**config.mk**
```make
export PLATFORM = sky130hd
export DESIGN_NAME = mult_sweep_scorer
export DESIGN_NICKNAME = d
export VERILOG_FILES = /design/src/rtl/mult_eval_pkg.sv /design/src/rtl/mult_sweep_counter.sv /design/src/rtl/mult_sweep_scorer.sv
export SDC_FILE = /design/constraint.sdc
export NUM_CORES = 1
export LEC_CHECK = 0
export BUFFER_PORTS_ARGS = -buffer_cell sky130_fd_sc_hd__buf_2
export CAP_MARGIN = 20
export CORE_ASPECT_RATIO = 1.25
export CORE_MARGIN = 8
export CORE_UTILIZATION = 40
export DETAILED_ROUTE_END_ITERATION = 10
export PLACE_DENSITY = 0.71
export SLEW_MARGIN = 0
export SYNTH_ARGS = -nofsm -noshare
export SYNTH_HDL_FRONTEND = slang
export SYNTH_SLANG_ARGS = --single-unit
```
**constraint.sdc**
```tcl
create_clock -name clk -period 5 [get_ports clk]
set_input_delay 0.75 -clock clk [delete_from_list [all_inputs] [get_ports clk]]
set_output_delay 0.75 -clock clk [all_outputs]
set_load 0.02 [all_outputs]
```
**src/rtl/mult_eval_pkg.sv**
```systemverilog
// Shared types and helpers for the exhaustive multiplier sweep scorer.
package mult_eval_pkg;

  typedef enum logic [1:0] {IDLE, SETTLE, SAMPLE, DONE} state_t;

  localparam int unsigned SETTLE_W = 4;

  function automatic int unsigned pair_count(input int unsigned width);
    return 32'd1 << (2 * width);
  endfunction

  function automatic int unsigned count_width(input int unsigned width);
    return 2 * width + 1;
  endfunction

  // Exact product; callers narrow to 2*WIDTH, which always holds the full result.
  function automatic logic [63:0] golden_mul(input logic [31:0] a, input logic [31:0] b);
    return 64'(a) * 64'(b);
  endfunction

endpackage

```
**src/rtl/mult_sweep_counter.sv**
```systemverilog
// Pair index and settle-wait counter for the sweep; flags last pair and settle completion.
module mult_sweep_counter
  import mult_eval_pkg::*;
#(
  parameter int unsigned WIDTH         = 2,
  parameter int unsigned SETTLE_CYCLES = 0
) (
  input  logic               clk,
  input  logic               rst,
  input  logic               clear,
  input  logic               settle_en,
  input  logic               step,
  output logic [2*WIDTH-1:0] idx,
  output logic               last_c,
  output logic               advance_c
);

  localparam int unsigned IW = 2 * WIDTH;

  logic [SETTLE_W-1:0] settle_cnt;

  assign last_c    = (idx == IW'(pair_count(WIDTH) - 1));
  assign advance_c = (settle_cnt == SETTLE_W'(SETTLE_CYCLES - 1));

  always_ff @(posedge clk or posedge rst) begin
    if (rst) begin
      idx        <= '0;
      settle_cnt <= '0;
    end else if (clear) begin
      idx        <= '0;
      settle_cnt <= '0;
    end else begin
      if (step) idx <= idx + IW'(1);
      if (settle_en) settle_cnt <= advance_c ? '0 : settle_cnt + SETTLE_W'(1);
    end
  end

endmodule

```
**src/rtl/mult_sweep_scorer.sv**
```systemverilog
// Drives every operand pair into a candidate multiplier and scores its products.
// Optional MULT_SWEEP_MISMATCH_MAP_EN adds a per-pair mismatch bitmap output.
module mult_sweep_scorer
  import mult_eval_pkg::*;
#(
  parameter int unsigned WIDTH         = 2,
  parameter int unsigned SETTLE_CYCLES = 0
) (
  input  logic                          clk,
  input  logic                          rst,
  input  logic                          start,
  output logic [WIDTH-1:0]              a_out,
  output logic [WIDTH-1:0]              b_out,
  input  logic [2*WIDTH-1:0]            p_in,
  output logic                          busy,
  output logic                          done,
  output logic [count_width(WIDTH)-1:0] correct_cnt,
  output logic [count_width(WIDTH)-1:0] error_cnt,
  output logic                          first_err_valid,
  output logic [WIDTH-1:0]              first_err_a,
  output logic [WIDTH-1:0]              first_err_b
`ifdef MULT_SWEEP_MISMATCH_MAP_EN
  ,
  output logic [pair_count(WIDTH)-1:0]  mismatch_map
`endif
);

  localparam int unsigned PW = 2 * WIDTH;
  localparam int unsigned CW = count_width(WIDTH);
  // With no settle wait the FSM bounces straight between SAMPLE states.
  localparam state_t FIRST = (SETTLE_CYCLES == 0) ? SAMPLE : SETTLE;

  state_t        state;
  logic [PW-1:0] idx;
  logic          last_c;
  logic          advance_c;
  logic          accept_c;
  logic          hit_c;

  assign accept_c = (state == IDLE) && start;
  assign hit_c    = (p_in == PW'(golden_mul(32'(a_out), 32'(b_out))));
  assign a_out    = idx[PW-1:WIDTH];
  assign b_out    = idx[WIDTH-1:0];

  mult_sweep_counter #(
    .WIDTH        (WIDTH),
    .SETTLE_CYCLES(SETTLE_CYCLES)
  ) u_counter (
    .clk      (clk),
    .rst      (rst),
    .clear    (accept_c),
    .settle_en(state == SETTLE),
    .step     ((state == SAMPLE) && !last_c),
    .idx      (idx),
    .last_c   (last_c),
    .advance_c(advance_c)
  );

  always_ff @(posedge clk or posedge rst) begin
    if (rst) begin
      state           <= IDLE;
      busy            <= 1'b0;
      done            <= 1'b0;
      correct_cnt     <= '0;
      error_cnt       <= '0;
      first_err_valid <= 1'b0;
      first_err_a     <= '0;
      first_err_b     <= '0;
`ifdef MULT_SWEEP_MISMATCH_MAP_EN
      mismatch_map    <= '0;
`endif
    end else begin
      case (state)
        IDLE: begin
          if (start) begin
            state           <= FIRST;
            busy            <= 1'b1;
            done            <= 1'b0;
            correct_cnt     <= '0;
            error_cnt       <= '0;
            first_err_valid <= 1'b0;
            first_err_a     <= '0;
            first_err_b     <= '0;
`ifdef MULT_SWEEP_MISMATCH_MAP_EN
            mismatch_map    <= '0;
`endif
          end
        end
        SETTLE: begin
          if (advance_c) state <= SAMPLE;
        end
        SAMPLE: begin
          if (hit_c) begin
            correct_cnt <= correct_cnt + CW'(1);
          end else begin
            error_cnt <= error_cnt + CW'(1);
            if (!first_err_valid) begin
              first_err_valid <= 1'b1;
              first_err_a     <= a_out;
              first_err_b     <= b_out;
            end
`ifdef MULT_SWEEP_MISMATCH_MAP_EN
            mismatch_map[idx] <= 1'b1;
`endif
          end
          if (last_c) begin
            state <= DONE;
            busy  <= 1'b0;
          end else begin
            state <= FIRST;
          end
        end
        DONE: begin
          done  <= 1'b1;
          state <= IDLE;
        end
        default: state <= IDLE;
      endcase
    end
  end

endmodule

```
==> out/qor.txt <==
Worst Setup EP = first_err_b[0]$_DFFE_PP0P_
DRC Markers = 0
Setup_tns = 0 ns
Final ANT Viol Nets = 0
Largest net degree at the start of global routing = 28
Met3 Resource Use GR = 2.729%
Clock latency on the worst-skew pair = 0.28 ns
First-pass GRT wire length = 5244 um
Reg-to-reg endpoint = first_err_b[0]$_DFFE_PP0P_
Clk pin slew, worst setup/hold paths = 0.10 ns
Clk buf depth = 2
Register-to-Register Path Depth = 7
DP Worst Slack = 2.647 ns
Ys flop type = dfrtp_1
Yosys top cell by area = dfrtp_1
Max Cap Violations = 0
Register bit total from synthesis = 27
Worst-path fanout max = 12
Hpwl dp = 2438 um
Sequential area share after synthesis = 49.14%
CTS sink cnt = 27
Die height = 81.55 um
Unrepaired setup endpoints after global routing = false
Endpoints failing setup = 0
Worst setup path startpoint = u_counter.idx[2]$_DFFE_PP0P_
Crit Path Category = reg2reg
Net Count, Synth = 148
CTS Buf Count = 3
Yosys warns = 0
Least-Margin Pin Slew = 0.9031 ns
DR iter-0 viols = 29
Rel. slew slack = 39.67%
Core Util, Final = 47.35%
Startpoint Class = register
Fin crit share = 48.11%
Initial antenna violation count = 0
Post-synthesis cell type count = 36
Vias per cell = 5.512
Achievable Freq = 415.7 MHz
Mean Syn Cell Area = 10.19 um2
Worst vdd ir = 0.3799 mV
Number of global-route vias before repair = 1174
Layout cells sized above 1 = 21.60%
Post-synth top cells = dfrtp_1 (27), nand2_1 (15), nand3_1 (12)
Die area = 5581 um2
I/O pin count = 28
Status = completed
Initial core utilization = 40.52%
Ant diodes = 0
Synth async-reset ratio = 100.0%
Arr. time, crit path = 2.57 ns
Final-stage net count = 176
Final wirelength = 3151 um
Static leakage = 0.0007790 uW
Largest cells by area after synthesis = dfrtp_1 (49%), ha_1 (5.5%), nand3_1 (4.4%)
Hold Violations, Final = 0
Layout area overhead = 16.83%
CP required = 5.17 ns
Total number of vias = 1108
Final min period = 2.406 ns
Final WS setup = 2.594 ns
Drt first pass iters = 4
Synth Cell Area = 1375 um2
Hold-fix buffers, CTS = 0
Hold Crit Class = in2async
Total GRT Usage = 12.15%
CP endpoint kind = register
H-Tree Depth = 1
Die X = 68.44 um
DR WL/cell = 15.68 um
TritonCTS clock tree = built
Port Buffers = 27
Post-CTS setup buffers = 0
Slew Limit Fails = 0
Met1 Usage GRT = 13.26%
Synth Instances = 135
Row Count = 24
Busiest grt layer = met2
GR Util met2 = 21.34%
RR Startpoint = u_counter.idx[2]$_DFFE_PP0P_
Post-synth EDFFs = 0
Post-synth top area share = 49.14%
Setup Skew = 0.009744 ns
Cell Pwr Density = 650.2 nW/um2
Clk root buf = clkbuf_8
Post_cts resized = 0
R2R Setup Slk = 2.59 ns
Gr ovfl total = 0
Most frequent cell after synthesis = dfrtp_1
Final RePlAce weighted congestion = 0.7603
Core ar. = 3393 um2
[cells in the final DEF, fill, tap and decap left out, types with 2 or more instances in the layout]
master	n
nand3_1	12
nor3_1	3
o22ai_1	2
clkbuf_8	3
or4_1	2
and3_1	2
o211ai_1	3
and2_1	4
nand2b_1	3
a31oi_1	2
o21bai_1	2
a32o_1	4
nand2_1	15
a22o_1	3
inv_1	3
buf_2	27
xnor2_1	4
mux2i_1	3
ha_1	6
xor2_1	2
nor2b_1	2
dfrtp_1	27
o21ai_0	5
nor2_1	6
a21oi_1	5
[worst min-delay path by stage]
stage                                                      to  slack, ns  cells after the start
after CTS                          correct_cnt[4]$_DFFE_PP0P_       0.49                      1
after floorplan           u_counter.settle_cnt[0]$_DFFE_PP0P_       0.48                      1
after detailed placement           correct_cnt[4]$_DFFE_PP0P_       0.47                      1
after global routing               correct_cnt[4]$_DFFE_PP0P_       0.50                      1
final                     u_counter.settle_cnt[2]$_DFFE_PP0P_       0.46                      2
after global placement             correct_cnt[4]$_DFFE_PP0P_       0.46                      1
[per-layer routing]
layer	up-vias	wire length (um)
met4	0	59
li1	545	-
met3	5	120
met5	-	0
met1	540	1295
met2	18	1675
[flip-flops by register name, summed over array words and instances (netlist names)]
register,flops
first_err_valid,1
error_cnt,5
first_err_b,2
first_err_a,2
correct_cnt,5
busy,1
state,2
u_counter.idx,4
u_counter.settle_cnt,4
done,1
[worst max-delay path: stages, from the launching register on]
cell	delay (ns)
dfrtp_1	0.47
and2_1	0.21
ha_1	0.20
ha_1	0.29
xnor2_1	0.15
o2111a_1	0.26
or3_1	0.43
a32o_1	0.29
[through the flow]
stage	cells	power (uW)	instance area (um2)	hold WS [ns]
4_1_cts	200	1050	1579	0.4869
3_5_place_dp	196	922.5	1530	0.4733
3_3_place_gp	196	896.2	1530	0.4576
2_1_floorplan	135	768.2	1375	0.4843
6_report	201	1045	1607	0.4614
5_1_grt	201	1126	1607	0.5045
[layout make-up]
cell class	count	area [um2]
clock inverter	1	7.507
inverter	3	11.26
tap	39	48.80
fill	328	1787
multi-input combinational	100	659.4
sequential	27	675.6
timing repair buffer	28	162.7
clock buffer	3	41.29
[kinds of logic after synthesis]
family | synth area share [%]
adder cells (fa/ha/maj) | 5.459
AO/OA/AOI/OAI | 16.29
XOR/XNOR | 3.822
flip-flops | 49.14
multiplexers | 3.003
buffers and inverters | 2.912
AND/OR/NAND/NOR | 19.38
[power breakdown]
part	switching [uW]	leakage [uW]	internal [uW]	total (uW)
sequential	97.5	0.000340	307	404
clock	70.8	0.0000217	56.8	128
combinational	311	0.000417	202	513
total	479	0.000779	566	1040
No activity file was read; power rests on OpenSTA's default activity.
